--- src/rtl/ltssm_os_decoder.sv ---
// Per-lane PCIe training ordered-set decoder: recognises TS1/TS2 sets and logical idle.
// Each lane is an independent HUNT/FIELDS/IDENT machine that publishes a TS only once all 16 symbols check out.
module ltssm_os_lane (
   input  logic       clk_i,
   input  logic       rst_i,
   input  logic [7:0] sym_data,
   input  logic       sym_k,
   input  logic       sym_valid,
   output logic       ts1_valid,
   output logic       ts2_valid,
   output logic       idle_valid,
   output logic       os_error,
   output logic [7:0] link_num,
   output logic [7:0] lane_num,
   output logic [7:0] n_fts,
   output logic [7:0] rate_id,
   output logic [7:0] training_ctrl,
   output logic       link_pad,
   output logic       lane_pad
);
   typedef enum logic [1:0] {HUNT, FIELDS, IDENT} state_t;

   state_t     state, state_nx;
   logic [3:0] idx, idx_nx;
   logic [3:0] idle_cnt, idle_nx;
   logic       sym_err, set_done;
   logic       is_com, is_pad;
   logic [7:0] sh_link, sh_lane, sh_nfts, sh_rate, sh_ctrl, sh_ident;
   logic       sh_link_pad, sh_lane_pad;

   assign is_com = sym_k && (sym_data == 8'hBC);
   assign is_pad = sym_k && (sym_data == 8'hF7);

   always_ff @(posedge clk_i or negedge rst_i) begin
      if (!rst_i) begin
         state    <= HUNT;
         idx      <= 4'd0;
         idle_cnt <= 4'd0;
      end else if (sym_valid) begin
         state    <= state_nx;
         idx      <= idx_nx;
         idle_cnt <= idle_nx;
      end
   end

   // A malformed symbol that is itself a COM restarts a set instead of dropping back to hunting
   always_comb begin
      state_nx = state;
      idx_nx   = idx;
      sym_err  = 1'b0;
      set_done = 1'b0;
      idle_nx  = 4'd0;
      if (state == HUNT && !sym_k && sym_data == 8'h00)
         idle_nx = (idle_cnt == 4'd8) ? 4'd8 : idle_cnt + 4'd1;
      case (state)
         HUNT: begin
            if (is_com) begin
               state_nx = FIELDS;
               idx_nx   = 4'd1;
            end
         end
         FIELDS: begin
            if (idx <= 4'd2)
               sym_err = sym_k && !is_pad;
            else
               sym_err = sym_k;
            idx_nx = idx + 4'd1;
            if (idx == 4'd5)
               state_nx = IDENT;
         end
         IDENT: begin
            if (idx == 4'd6)
               sym_err = sym_k || (sym_data != 8'h4A && sym_data != 8'h45);
            else
               sym_err = sym_k || (sym_data != sh_ident);
            if (idx == 4'd15) begin
               state_nx = HUNT;
               idx_nx   = 4'd0;
               set_done = !sym_err;
            end else begin
               idx_nx = idx + 4'd1;
            end
         end
         default: begin
            state_nx = HUNT;
            idx_nx   = 4'd0;
         end
      endcase
      if (sym_err) begin
         state_nx = is_com ? FIELDS : HUNT;
         idx_nx   = is_com ? 4'd1 : 4'd0;
      end
   end

   // Shadow fields only reach the outputs when symbol 15 completes a clean set
   always_ff @(posedge clk_i or negedge rst_i) begin
      if (!rst_i) begin
         ts1_valid     <= 1'b0;
         ts2_valid     <= 1'b0;
         os_error      <= 1'b0;
         idle_valid    <= 1'b0;
         link_num      <= 8'h00;
         lane_num      <= 8'h00;
         n_fts         <= 8'h00;
         rate_id       <= 8'h00;
         training_ctrl <= 8'h00;
         link_pad      <= 1'b0;
         lane_pad      <= 1'b0;
         sh_link       <= 8'h00;
         sh_lane       <= 8'h00;
         sh_nfts       <= 8'h00;
         sh_rate       <= 8'h00;
         sh_ctrl       <= 8'h00;
         sh_ident      <= 8'h00;
         sh_link_pad   <= 1'b0;
         sh_lane_pad   <= 1'b0;
      end else begin
         ts1_valid <= 1'b0;
         ts2_valid <= 1'b0;
         os_error  <= 1'b0;
         if (sym_valid) begin
            os_error   <= sym_err;
            idle_valid <= (idle_nx == 4'd8);
            if (state == FIELDS) begin
               case (idx)
                  4'd1: begin
                     sh_link     <= sym_data;
                     sh_link_pad <= is_pad;
                  end
                  4'd2: begin
                     sh_lane     <= sym_data;
                     sh_lane_pad <= is_pad;
                  end
                  4'd3: sh_nfts <= sym_data;
                  4'd4: sh_rate <= sym_data;
                  4'd5: sh_ctrl <= sym_data;
                  default: ;
               endcase
            end
            if (state == IDENT && idx == 4'd6)
               sh_ident <= sym_data;
            if (set_done) begin
               ts1_valid     <= (sh_ident == 8'h4A);
               ts2_valid     <= (sh_ident == 8'h45);
               link_num      <= sh_link;
               lane_num      <= sh_lane;
               n_fts         <= sh_nfts;
               rate_id       <= sh_rate;
               training_ctrl <= sh_ctrl;
               link_pad      <= sh_link_pad;
               lane_pad      <= sh_lane_pad;
            end
         end
      end
   end
endmodule

module ltssm_os_decoder #(
   parameter int MAX_NUM_LANES = 4
) (
   input  logic                       clk_i,
   input  logic                       rst_i,
   input  logic [MAX_NUM_LANES*8-1:0] rx_data_i,
   input  logic [MAX_NUM_LANES-1:0]   rx_datak_i,
   input  logic [MAX_NUM_LANES-1:0]   rx_valid_i,
   output logic [MAX_NUM_LANES-1:0]   ts1_valid_o,
   output logic [MAX_NUM_LANES-1:0]   ts2_valid_o,
   output logic [MAX_NUM_LANES-1:0]   idle_valid_o,
   output logic [MAX_NUM_LANES*8-1:0] link_num_o,
   output logic [MAX_NUM_LANES*8-1:0] lane_num_o,
   output logic [MAX_NUM_LANES*8-1:0] n_fts_o,
   output logic [MAX_NUM_LANES*8-1:0] rate_id_o,
   output logic [MAX_NUM_LANES*8-1:0] training_ctrl_o,
   output logic [MAX_NUM_LANES-1:0]   link_pad_o,
   output logic [MAX_NUM_LANES-1:0]   lane_pad_o,
   output logic [MAX_NUM_LANES-1:0]   os_error_o
);
   for (genvar n = 0; n < MAX_NUM_LANES; n++) begin : g_lane
      ltssm_os_lane u_lane (
         .clk_i         (clk_i),
         .rst_i         (rst_i),
         .sym_data      (rx_data_i[8*n +: 8]),
         .sym_k         (rx_datak_i[n]),
         .sym_valid     (rx_valid_i[n]),
         .ts1_valid     (ts1_valid_o[n]),
         .ts2_valid     (ts2_valid_o[n]),
         .idle_valid    (idle_valid_o[n]),
         .os_error      (os_error_o[n]),
         .link_num      (link_num_o[8*n +: 8]),
         .lane_num      (lane_num_o[8*n +: 8]),
         .n_fts         (n_fts_o[8*n +: 8]),
         .rate_id       (rate_id_o[8*n +: 8]),
         .training_ctrl (training_ctrl_o[8*n +: 8]),
         .link_pad      (link_pad_o[n]),
         .lane_pad      (lane_pad_o[n])
      );
   end
endmodule

--- config.mk ---
export PLATFORM = sky130hd
export DESIGN_NAME = ltssm_os_decoder
export DESIGN_NICKNAME = d
export VERILOG_FILES = /design/src/rtl/ltssm_os_decoder.sv
export SDC_FILE = /design/constraint.sdc
export NUM_CORES = 1
export LEC_CHECK = 0
export BUFFER_PORTS_ARGS = -buffer_cell sky130_fd_sc_hd__buf_2
export CAP_MARGIN = 15
export CORE_ASPECT_RATIO = 1.1
export CORE_MARGIN = 2
export CORE_UTILIZATION = 34
export DETAILED_ROUTE_END_ITERATION = 6
export PLACE_DENSITY_LB_ADDON = 0.2
export SYNTH_ARGS = -nofsm -noshare
export SYNTH_HDL_FRONTEND = slang
export SYNTH_SLANG_ARGS = --single-unit
export TNS_END_PERCENT = 1
--- constraint.sdc ---
create_clock -name clk_i -period 3.8 [get_ports clk_i]
set_input_delay 0.38 -clock clk_i [delete_from_list [all_inputs] [get_ports clk_i]]
set_output_delay 0.38 -clock clk_i [all_outputs]
set_load 0.01 [all_outputs]
[Word-level counts from Yosys, hierarchy flattened]
Index checks and enable logic that the tools add are counted.
Word-level totals
  register bits: 424
  input port bits: 42
  output and inout bits: 184
  logic and storage cells: 372
Cells by class
  add/sub/neg operators: 8
  $lt $le $gt $ge: 4
  eq/ne operators: 84
  multiplexer cells: 96
  reductions and logical operators: 92
Operators with widths (count)
  4-bit 2-to-1 mux: 20
  8-bit by 7-bit == test with 1-bit output (second input constant): 8
  8-bit == test (second input constant): 8
  8-bit by 7-bit inequality test with 1-bit output (second input constant): 8
  3-bit AND reduction: 20
  4-bit by 3-bit == test with 1-bit output (second input constant): 12
  4-bit == test (second input constant): 12
  1-bit 2-to-1 mux: 48
  4-bit case mux with 3 select lines: 4
  3-bit by 1-bit inequality test with 1-bit output (second input constant): 12
  4-bit by 1-bit adder with 4-bit output (second input constant): 8
  4-bit by 2-bit == test with 1-bit output (second input constant): 8
  8-bit logical NOT: 4
  2-bit 2-to-1 mux: 16
  8-bit inequality test: 4
  1-bit logical AND: 28
  2-bit case mux with 3 select lines: 4
  2-bit AND reduction: 12
  4-bit by 1-bit == test with 1-bit output (second input constant): 4
  4-bit by 2-bit <= comparator with 1-bit output (second input constant): 4
  4-bit AND reduction: 4
  1-bit logical NOT: 12
  2-bit by 1-bit == test with 1-bit output (second input constant): 4
  2-bit == test (second input constant): 4
  other kinds (3): 16

[Longest topological paths before layout]
Gate-level depths: netlist of the first run.
  depth after elaboration: 10
  depth in mapped cells: 10
  mapped depth without buffers: 9

[Hierarchy]
From an unflattened synthesis of the first run, not the netlist that was laid out.
Unflattened totals
  cell total of the unflattened synthesis: 1366
  area total of the unflattened synthesis: 19259.7 um^2
By module, submodules not included
  ltssm_os_lane (g_lane[0].u_lane ...): instances 2, cells each 339, area each 4805.9 um^2, sequential area each 2652.5 um^2
  ltssm_os_lane (g_lane[3].u_lane): instances 1, cells each 343, area each 5002.3 um^2, sequential area each 2652.5 um^2
  ltssm_os_lane (g_lane[2].u_lane): instances 1, cells each 345, area each 4645.7 um^2, sequential area each 2652.5 um^2

[Worst setup path after synthesis of the first run]
OpenSTA, ideal clock, no wires.
  kind: register -> register
  start: register g_lane[1].u_lane.idx[0]
  end: register g_lane[1].u_lane.lane_num[0]
  library setup time: 0.125 ns
  data arrival time: 2.322 ns
  required time: 3.675 ns
  path slack: 1.353 ns
  stages on the path, launching flop included: 8
  path buffers: 1
  period minus slack after synthesis: 2.447 ns
  cell sequence: dfrtp_1 -> inv_1 -> ha_1 -> and3b_1 -> or3_4 -> a2111oi_4 -> buf_6 -> mux2_4
Between the ends
  word-level cells in the longest chain between the ends: 7
  elaborated cells between the ends (all ways): 8
  classes of those cells: eq/ne: 2; mux: 4; reduce/logical: 2
Ends and longest elaborated chain
  from (decl): RTL line 24  | logic [3:0] idx, idx_nx;
  from (signal assigned): RTL line 41  | idx <= idx_nx;
  4-bit by 3-bit == test with 1-bit output: RTL line 72  | if (idx == 4'd6)
  1-bit 2-to-1 mux: RTL line 72
  1-bit 2-to-1 mux: RTL line 55  | case (state)
  1-bit logical NOT: RTL line 79  | set_done = !sym_err;
  1-bit 2-to-1 mux *: RTL line 76  | if (idx == 4'd15) begin
  1-bit 2-to-1 mux *: RTL line 55
  2-bit AND reduction (no line) *
  to (signal assigned): RTL line 146  | lane_num <= sh_lane;
  to (decl): RTL line 14  | output logic [7:0] lane_num,
Every way passes the cells marked *; elsewhere a longest branch is shown, timed or not. The select of a mux whose other input is x is not followed.
A chain may end at the register's enable or synchronous reset.

[Worst setup path in the final report of the first run]
  start: register g_lane[1].u_lane.idx[0]
  end: register g_lane[1].u_lane.link_num[1]
Between the ends
  word-level cells in the longest chain between the ends: 7
  elaborated cells between the ends (all ways): 8
  classes of those cells: eq/ne: 2; mux: 4; reduce/logical: 2
Ends and longest elaborated chain
  4-bit by 3-bit == test with 1-bit output: RTL line 72
  1-bit 2-to-1 mux: RTL line 72
  1-bit 2-to-1 mux: RTL line 55
  1-bit logical NOT: RTL line 79
  1-bit 2-to-1 mux *: RTL line 76
  1-bit 2-to-1 mux *: RTL line 55
  2-bit AND reduction (no line) *
  to (signal assigned): RTL line 145  | link_num <= sh_link;
  to (decl): RTL line 13  | output logic [7:0] link_num,
Marks and branches as above.

==> impl_metrics.json, run 1 <==
{
  "synthCells": 1473,
  "cp_max_fo": 29,
  "yosys.area.top_type": "dfrtp_1",
  "rsz0062_at_grt": "false",
  "antenna_found_initial": 0,
  "grt_pass1_wl_um": 70820,
  "crit_required_ns": 4.25,
  "clock-sinks": 424,
  "ir_drop_mv": 0.3193,
  "cts.clk_slew.worst_paths_ns": 0.06,
  "wl_um": 44020,
  "initialDrtViolationCount": 530,
  "start_kind": "flip-flop",
  "wl_per_cell_um": 18.02,
  "cap_violations": 0,
  "portBuffers": 225,
  "synth.avg_cell_area_um2": 12.77,
  "crit_path_end_kind": "flip-flop",
  "hold_violations": 0,
  "cts_max_level": 2,
  "rows": 90,
  "relSlewSlack_pct": 50.15,
  "leakage_nw": 11.20,
  "fin_skew_ns": 0.01388,
  "ys_types": 70,
  "syn_area_um2": 18820,
  "vias_per_cell": 4.858,
  "p_total_mw": 13.06,
  "grt_max_degree": 96,
  "first_pass_iters": 5,
  "synth-warning-count": 0,
  "cts_max_path_buffers": 3,
  "worstMarginPinSlew_ns": 0.7477,
  "reg2reg_depth": 7,
  "final_nets": 1761,
  "worst_hold_path.num_cells": 2,
  "path_class": "reg -> reg",
  "antenna_left": 0,
  "synthMostInstantiatedCell": "dfrtp_1",
  "syn_to_final_growth_pct": 17.74,
  "ys_seq_area_share_pct": 56.39,
  "yosys-top-cells-area": "dfrtp_1 (56%), mux2_2 (16%), nand2_1 (3.9%)",
  "synth_edf_count": 0,
  "initial_utilization_pct": 34.38,
  "overflow": 0,
  "synth_ff_type": "dfrtp_1",
  "first_global_vias": 12270,
  "tns_ns": 0,
  "place.gp.congestion": 0.8495,
  "status": "completed",
  "num_antenna_cells": 0,
  "hp-class": "in -> reg",
  "cts_tree": "done",
  "finalWorstPathRequiredPeriod_ns": 2.715,
  "drive_gt1_share_pct": 38.08,
  "vias": 11870,
  "crit_arrival_ns": 3.16,
  "die-area_um2": 57240,
  "syn-num-nets": 1563,
  "r2r_start": "g_lane[1].u_lane.idx[0]$_DFFE_PN0P_",
  "dieWidth_um": 228.3,
  "drc": 0,
  "synthTopCellsByCount": "dfrtp_1 (424), mux2_2 (275), nand2_1 (197)",
  "die_h_um": 250.7,
  "setup_violations": 0,
  "ios": 226,
  "reg2reg_slack_ns": 1.09,
  "cts_buffers": 47,
  "regToRegEndpoint": "g_lane[1].u_lane.link_num[1]$_DFFE_PN0P_",
  "p_per_area_nw_per_um2": 589.7,
  "min_to": "g_lane[3].u_lane.idle_cnt[0]$_DFFE_PN0P_",
  "slew_viol_final": 0,
  "grt_use_total_pct": 15.47,
  "clockRootBuffer": "clkbuf_16",
  "fmax_mhz": 368.3,
  "netlist.area_leader.share_pct": 56.39,
  "fillCellCount": 5277,
  "core_area_um2": 54730,
  "hp-start": "rx_valid_i[3]",
  "hpwl_um": 30450,
  "async_flop_share_pct": 100.0,
  "synth_seq_cells": 424,
  "worstSkewPairLatency_ns": 0.57,
  "period_share_pct": 71.45
}
## where the power goes
part           total, mW  switching, mW  internal (mW)
logic               2.34           1.17           1.17
clock network       4.77           1.85           2.92
registers           5.96          0.569           5.39
total               13.1           3.59           9.47
## sequential cells by signal, indices dropped and copies added, names as in the netlist, 8 cells and up
register,count
g_lane.u_lane.lane_num,32
g_lane.u_lane.link_num,32
g_lane.u_lane.n_fts,32
g_lane.u_lane.rate_id,32
g_lane.u_lane.sh_ctrl,32
g_lane.u_lane.sh_ident,32
g_lane.u_lane.sh_lane,32
g_lane.u_lane.sh_link,32
g_lane.u_lane.sh_nfts,32
g_lane.u_lane.sh_rate,32
g_lane.u_lane.training_ctrl,32
g_lane.u_lane.idle_cnt,16
g_lane.u_lane.idx,16
g_lane.u_lane.state,8
## per-layer routing
| metal | wire, um | vias up | track usage [%] | part of all wire, % |
|---|---|---|---|---|
| li1 | - | 5529 | - | - |
| met4 | 1141 | 0 | 4.725 | 2.6 |
| met5 | 0 | - | 0 | 0 |
| met1 | 19430 | 6018 | 19.57 | 44 |
| met3 | 2153 | 78 | 3.757 | 4.9 |
| met2 | 21290 | 242 | 26.18 | 48 |
## cell families (layout without fill, tap and decap cells)
kind of cell | count (synthesis) | count (layout) | synth area share [%]
XOR/XNOR | 39 | 39 | 1.935
flip-flops | 424 | 424 | 56.39
AO/OA/AOI/OAI | 116 | 116 | 4.123
AND/OR/NAND/NOR | 393 | 393 | 10.56
multiplexers | 322 | 322 | 20.04
adder cells (fa/ha/maj) | 48 | 48 | 3.192
buffers and inverters | 131 | 365 | 3.757
## per-stage QoR
stage | utilization, % | hold slack (ns) | cell area [um^2] | instances | setup WS (ns)
detailed placement | 37.47 | 0.4508 | 20510 | 2357 | 1.089
global placement | 37.47 | 0.4463 | 20510 | 2357 | 1.138
CTS | 40.48 | 0.1515 | 22150 | 2443 | 1.081
floorplan | - | 0.08441 | 18820 | 1473 | 1.353
finish | 40.48 | 0.1880 | 22150 | 2443 | 1.085
global route | 40.48 | 0.1696 | 22150 | 2443 | 0.9648
## placed cells by master (no fill, tap or decap), types with 36 or more instances in the layout
| cell | instances |
|---|---|
| clkbuf_16 | 49 |
| ha_1 | 48 |
| o21ai_0 | 38 |
| mux2_2 | 275 |
| dfrtp_1 | 424 |
| mux2_4 | 39 |
| inv_1 | 37 |
| nand2_1 | 197 |
| nor2_1 | 36 |
| buf_2 | 224 |
## area by class of cell
cell class / count / area (um^2) / share of cell area [%]
Clock buffer: 70 / 1415 / 6.388
Clock inverter: 15 / 221.5 / 0.9997
Inverter: 37 / 138.9 / 0.6269
Multi-Input combinational cell: 918 / 7510 / 33.90
Sequential cell: 424 / 10610 / 47.90
Tap cell: 736 / 920.9 / 4.157
Timing Repair Buffer: 243 / 1336 / 6.032
## how the worst max path moves through the flow
stage	startpoint	slack (ns)	cells past startpoint	to
finish	g_lane[1].u_lane.idx[0]$_DFFE_PN0P_	1.09	7	g_lane[1].u_lane.link_num[1]$_DFFE_PN0P_
detailed placement	g_lane[1].u_lane.idx[0]$_DFFE_PN0P_	1.09	7	g_lane[1].u_lane.link_num[1]$_DFFE_PN0P_
floorplan	g_lane[1].u_lane.idx[0]$_DFFE_PN0P_	1.35	7	g_lane[1].u_lane.lane_num[0]$_DFFE_PN0P_
CTS	g_lane[1].u_lane.idx[0]$_DFFE_PN0P_	1.08	7	g_lane[1].u_lane.link_num[1]$_DFFE_PN0P_
global placement	g_lane[1].u_lane.idx[0]$_DFFE_PN0P_	1.14	7	g_lane[1].u_lane.link_num[2]$_DFFE_PN0P_
global route	g_lane[1].u_lane.idx[0]$_DFFE_PN0P_	0.96	7	g_lane[1].u_lane.link_num[1]$_DFFE_PN0P_
## worst max-delay path, cell delays in order (launching register included)
cell	delay, ns
dfrtp_1	0.41
inv_1	0.10
ha_1	0.24
and3b_1	0.22
or3_4	0.41
a2111oi_4	0.32
buf_4	0.50
mux2_2	0.40
## timing repair
item,4_1_cts,5_1_grt
resized for setup,0,0
hold endpoints to repair,81,0
buffers inserted,0,0
hold buffers,1,0
(Power assumes the default switching activity.)
==> run 2, diff against run 1 <==
Clock period 3.8 ns to 2.5 ns, I/O delays scaled along.
==> run 2 against run 1 <==
  * Register-to-register slack got worse by 1.0 ns
  * Cell area increased by 2.2%
  * Combinational power increased by 62%
  * Die area unchanged
  * First-iteration DRC count increased by 19%
  * Hold slack got worse by 0.15 ns
  * Critical path type unchanged
  * Critical endpoint is now g_lane[1].u_lane.link_num[2]$_DFFE_PN0P_
==> impl_metrics.json, run 2 (synthesis results as in run 1) <==
{
  "whs_ns": 0.04248,
  "cp_cell_sequence": "inv_1 > ha_2 > and3b_1 > or3_4 > a2111oi_4 > buf_6 > clkbuf_16 > mux2_2",
  "wl_per_cell_um": 17.72,
  "initialDrtViolationCount": 631,
  "setup_ws_ns": 0.04806,
  "hp-class": "in -> reg",
  "grtUsageMet3_pct": 3.165,
  "vias_per_cell": 4.805,
  "antenna_left": 0,
  "rsz0062_at_grt": "true",
  "hpwl_um": 30910,
  "p_per_area_nw_per_um2": 891.8,
  "dieWidth_um": 228.3,
  "vias": 11970,
  "grt_max_degree": 99,
  "crit_path_end_kind": "flip-flop",
  "clockRootBuffer": "clkbuf_16",
  "mostFrequentLayoutCells": "dfrtp_1 (424), mux2_2 (275), buf_2 (224), nand2_1 (197), buf_4 (52)",
  "tns_ns": 0,
  "cap_violations": 0,
  "grt-busiest-layer": "met2",
  "cts_tree": "done",
  "crit_arrival_ns": 2.89,
  "leakage_nw": 11.45,
  "fillCellCount": 5272,
  "place.gp.congestion": 0.8244,
  "r2r_start": "g_lane[1].u_lane.idx[0]$_DFFE_PN0P_",
  "period_share_pct": 98.08,
  "path_class": "reg -> reg",
  "drive_gt1_share_pct": 40.11,
  "final_common_cell": "dfrtp_1",
  "portBuffers": 225,
  "first_global_vias": 12530,
  "final_nets": 1807,
  "grt_pass1_wl_um": 70320,
  "die_h_um": 250.7,
  "dpl.cell_count": 2401,
  "cts_max_level": 2,
  "grtUsageMet2_pct": 26.06,
  "rows": 90,
  "die-area_um2": 57240,
  "antenna_found_initial": 0,
  "met1_usage_pct": 19.81,
  "core_area_um2": 54730,
  "setup_violations": 0,
  "fmax_mhz": 407.8,
  "cts.clk_slew.worst_paths_ns": 0.06,
  "pre_cts_slack_ns": 0.03706,
  "relSlewSlack_pct": 58.91,
  "drc": 0,
  "stdcell_count": 2491,
  "finalWorstPathRequiredPeriod_ns": 2.452,
  "startpoint": "g_lane[1].u_lane.idx[0]$_DFFE_PN0P_",
  "ir_drop_mv": 0.5083,
  "start_kind": "flip-flop",
  "num_antenna_cells": 0,
  "ios": 226,
  "cts_max_path_buffers": 3,
  "overflow": 0,
  "cp_max_fo": 15,
  "worstMarginPinSlew_ns": 0.6149,
  "status": "completed",
  "fin_skew_ns": 0.009409,
  "critPathMaxStageDelay_ns": 0.41,
  "initial_utilization_pct": 34.38,
  "clock-sinks": 424,
  "grt_use_total_pct": 15.36,
  "syn_to_final_growth_pct": 20.27,
  "slew_viol_final": 0,
  "cp_slowest_cell": "or3_4",
  "wl_um": 44150,
  "worstSkewPairLatency_ns": 0.56,
  "cts_buffers": 47,
  "first_pass_iters": 5,
  "crit_required_ns": 2.94,
  "hp-start": "rx_data_i[10]",
  "hold_violations": 0
}
==> run 2: changes by cell type in the layout (fill, tap and decap cells not counted), moves of 2 or more <==
cell,change
clkbuf_8,+3
clkbuf_1,-5
clkinvlp_4,+5
clkinv_2,+2
clkinv_4,-3
buf_4,+40
buf_8,+2
buf_6,+2
==> run 2: metrics by stage <==
stage | cell area, um^2 | utilization [%] | total power, mW
after floorplan | 18820 | - | 11.64
after detailed placement | 20860 | 38.12 | 12.90
after CTS | 22570 | 41.25 | 20.49
after global routing | 22630 | 41.35 | 21.33
after global placement | 20860 | 38.12 | 12.78
final | 22630 | 41.35 | 20.18
==> run 2: per-layer routing <==
metal	routed length (um)	share of wire, %
met1	19700	45
met2	21440	49
met3	1938	4.4
met4	1074	2.4
met5	0	0
==> run 2: final cells by class <==
type                       instances  area [um^2]  share of cell area (%)
inverter                          37        138.9                  0.6137
clock buffer                      68         1438                   6.353
timing repair buffer             289         1734                   7.663
sequential                       424        10610                   46.89
clock inverter                    19        264.0                   1.167
tap                              736        920.9                   4.069
multi-input combinational        918         7523                   33.25
==> run 2: where the power goes <==
part	switching [mW]	internal (mW)	total (mW)
registers	0.779	8.19	8.97
clock network	2.83	4.61	7.44
logic	1.84	1.93	3.78
==> run 2: worst paths after layout <==
path                                                       endpoint  slack [ns]  cells after the start
setup / recovery           g_lane[1].u_lane.link_num[2]$_DFFE_PN0P_        0.05                      8
setup reg to reg           g_lane[1].u_lane.link_num[2]$_DFFE_PN0P_        0.05                      8
min in group asynchronous  g_lane[0].u_lane.idle_cnt[1]$_DFFE_PN0P_        0.19                      2
hold reg to reg             g_lane[3].u_lane.rate_id[4]$_DFFE_PN0P_        0.46                      2
max in group asynchronous   g_lane[3].u_lane.rate_id[7]$_DFFE_PN0P_        1.39                      3
hold / removal             g_lane[1].u_lane.sh_ident[2]$_DFFE_PN0P_        0.04                      2
==> run 2: worst max-delay path, delay by kind of cell, from the launching register on <==
kind | cells | cell delay, ns
compound gates | 1 | 0.36
fa+ha+maj | 1 | 0.20
buf+inv | 3 | 0.46
flops | 1 | 0.35
mux | 1 | 0.34
simple gates | 2 | 0.61
==> run 2: what timing repair did <==
item | 4_1_cts | 5_1_grt
gates resized for setup | 0 | 8
hold endpoints to repair | 49 | 0
setup buffers | 0 | 1
hold buffers | 1 | 0
endpoints found under the setup margin | 0 | 63
==> run 3, diff against run 2 <==
Settings changed: ABC_AREA from default to 1.
==> run 3 against run 2 <==
  * Global-route usage up 0.82 points
  * Combinational power down 14%
  * Sequential share of layout area up 0.24 points
  * Flip-flop and latch count unchanged
==> impl_metrics.json, run 3 <==
{
  "synth.avg_cell_area_um2": 8.837,
  "portBuffers": 225,
  "leakage_nw": 11.13,
  "yosys-top-cells-area": "dfrtp_1 (57%), nand2_1 (11%), o21ai_0 (6.2%)",
  "p_per_area_nw_per_um2": 854.6,
  "fin_util_pct": 41.23,
  "synthMostInstantiatedCell": "nand2_1",
  "crit_required_ns": 2.91,
  "path_class": "reg -> reg",
  "postCtsSetupRepairBufs": 0,
  "cts_max_level": 2,
  "reg2reg_slack_ns": 0.29,
  "die-area_um2": 56840,
  "ctsHoldBuffers": 29,
  "critPathMaxStageDelay_ns": 0.64,
  "worstSkewPairLatency_ns": 0.58,
  "final_common_cell": "nand2_1",
  "yosys.area.top_type": "dfrtp_1",
  "cp_slowest_cell": "or3_4",
  "fin_skew_ns": 0.01386,
  "grt-busiest-layer": "met2",
  "hold_violations": 0,
  "clockRootBuffer": "clkbuf_16",
  "crit_arrival_ns": 2.62,
  "async_flop_share_pct": 100.0,
  "synth_seq_cells": 424,
  "worst_hold_path.num_cells": 3,
  "pre_cts_slack_ns": 0.2870,
  "ys_seq_area_share_pct": 56.79,
  "start_kind": "flip-flop",
  "crit_path_end_kind": "flip-flop",
  "antenna_left": 0,
  "drc": 0,
  "grt_pass1_wl_um": 74600,
  "syn_area_um2": 18680,
  "synth_ff_type": "dfrtp_1",
  "cts_max_path_buffers": 3,
  "crit_end": "g_lane[2].u_lane.link_num[5]$_DFFE_PN0P_",
  "relSlewSlack_pct": 42.02,
  "vias_per_cell": 4.551,
  "antenna_found_initial": 0,
  "post_cts_resize_count": 0,
  "wl_um": 45020,
  "synthCells": 2114,
  "hp-class": "in -> reg",
  "fmax_mhz": 452.7,
  "hpwl_um": 31770,
  "first_pass_iters": 5,
  "dieWidth_um": 227.5,
  "first_global_vias": 14130,
  "place.gp.congestion": 0.8304,
  "wl_per_cell_um": 14.34,
  "rows": 90,
  "netlist.area_leader.share_pct": 56.79,
  "grt_max_degree": 87,
  "dpl.cell_count": 3024,
  "regToRegEndpoint": "g_lane[2].u_lane.link_num[5]$_DFFE_PN0P_",
  "finalWorstPathRequiredPeriod_ns": 2.209,
  "met1_usage_pct": 21.33,
  "synth_edf_count": 0,
  "reg2reg_depth": 10,
  "synth-warning-count": 0,
  "setup_ws_ns": 0.2909,
  "grtUsageMet3_pct": 3.238,
  "worstMarginPinSlew_ns": 0.8698,
  "rsz0062_at_grt": "false",
  "syn-num-nets": 2204,
  "ys_types": 31,
  "initial_utilization_pct": 34.21,
  "setup_violations": 0,
  "startpoint": "g_lane[2].u_lane.idx[0]$_DFFE_PN0P_",
  "ios": 226,
  "cp_max_fo": 86,
  "slew_viol_final": 0,
  "r2r_start": "g_lane[2].u_lane.idx[0]$_DFFE_PN0P_",
  "syn_to_final_growth_pct": 20.52,
  "num_antenna_cells": 0,
  "final_nets": 2457,
  "cp_cell_sequence": "inv_1 > ha_1 > inv_1 > nor2_1 > inv_1 > nand2_1 > nand2_1 > or3_4 > nand2_1 > o21ai_0",
  "grt_use_total_pct": 16.19,
  "cts_buffers": 48,
  "mostFrequentLayoutCells": "nand2_1 (560), dfrtp_1 (424), inv_1 (301), o21ai_0 (230), buf_2 (224)",
  "ir_drop_mv": 0.5536,
  "cts.clk_slew.worst_paths_ns": 0.06,
  "cts_tree": "done",
  "period_share_pct": 88.36,
  "synthTopCellsByCount": "nand2_1 (560), dfrtp_1 (424), inv_1 (301)",
  "die_h_um": 249.8,
  "overflow": 0,
  "drive_gt1_share_pct": 15.64,
  "initialDrtViolationCount": 833,
  "tns_ns": 0,
  "clock-sinks": 424,
  "status": "completed",
  "grtUsageMet2_pct": 27.08,
  "stdcell_count": 3140,
  "core_area_um2": 54610,
  "cap_violations": 0,
  "vias": 14290
}
[run 3: kinds of logic (layout without fill, tap and decap cells)]
kind of cell	Yosys count	count (layout)	synth area share, %
simple gates	771	771	16.82
buf+inv	404	694	9.450
xor+xnor	38	38	1.782
fa+ha+maj	48	48	3.215
compound gates	429	429	11.94
flops	424	424	56.79
[run 3: per-layer routing]
layer	vias up	wire [um]	part of all wire [%]
met4	0	895	2.0
li1	7205	-	-
met3	63	2099	4.7
met5	-	0	0
met1	6789	20450	45
met2	232	21570	48
[run 3: critical path, delay by kind of cell, from the launching register on]
family | cells | cell delay (ns)
AO/OA/AOI/OAI | 1 | 0.09
adder cells (fa/ha/maj) | 1 | 0.20
buffers and inverters | 3 | 0.23
flip-flops | 1 | 0.43
AND/OR/NAND/NOR | 5 | 1.06
[run 3: cell type report]
cell class | instances | area, um^2
Inverter | 316 | 1186
Timing Repair Buffer | 291 | 1817
Multi-Input combinational cell | 1286 | 6306
Clock buffer | 64 | 1351
Fill cell | 5487 | 32100
Clock inverter | 23 | 324.1
Sequential cell | 424 | 10610
Tap cell | 736 | 920.9
[run 3: worst min path at each step]
stage / start / end
after global placement: rst_i / g_lane[0].u_lane.sh_ctrl[4]$_DFFE_PN0P_
after CTS: rx_datak_i[1] / g_lane[1].u_lane.sh_lane_pad$_DFFE_PN0P_
after global routing: rx_datak_i[1] / g_lane[1].u_lane.sh_lane_pad$_DFFE_PN0P_
final: rx_datak_i[2] / g_lane[2].u_lane.sh_link_pad$_DFFE_PN0P_
after floorplan: rst_i / g_lane[0].u_lane.idle_cnt[0]$_DFFE_PN0P_
after detailed placement: rst_i / g_lane[0].u_lane.sh_ident[0]$_DFFE_PN0P_
[run 3: report_power, final]
group	internal, mW	total, mW	switching [mW]	leakage, nW
Combinational	1.17	3.25	2.07	4.61
Clock	4.53	7.42	2.89	0.820
Sequential	7.90	8.58	0.681	5.70
Total	13.6	19.2	5.64	11.1
[run 3: through the flow]
| step | hold WS (ns) | total power [mW] | cell area (um^2) |
|---|---|---|---|
| 6_report | 0.03946 | 19.24 | 22520 |
| 3_5_place_dp | 0.2433 | 11.94 | 20550 |
| 3_3_place_gp | 0.2419 | 11.84 | 20550 |
| 2_1_floorplan | -0.04559 | 10.85 | 18680 |
| 4_1_cts | 0.002695 | 19.55 | 22520 |
| 5_1_grt | 0.01954 | 20.55 | 22520 |
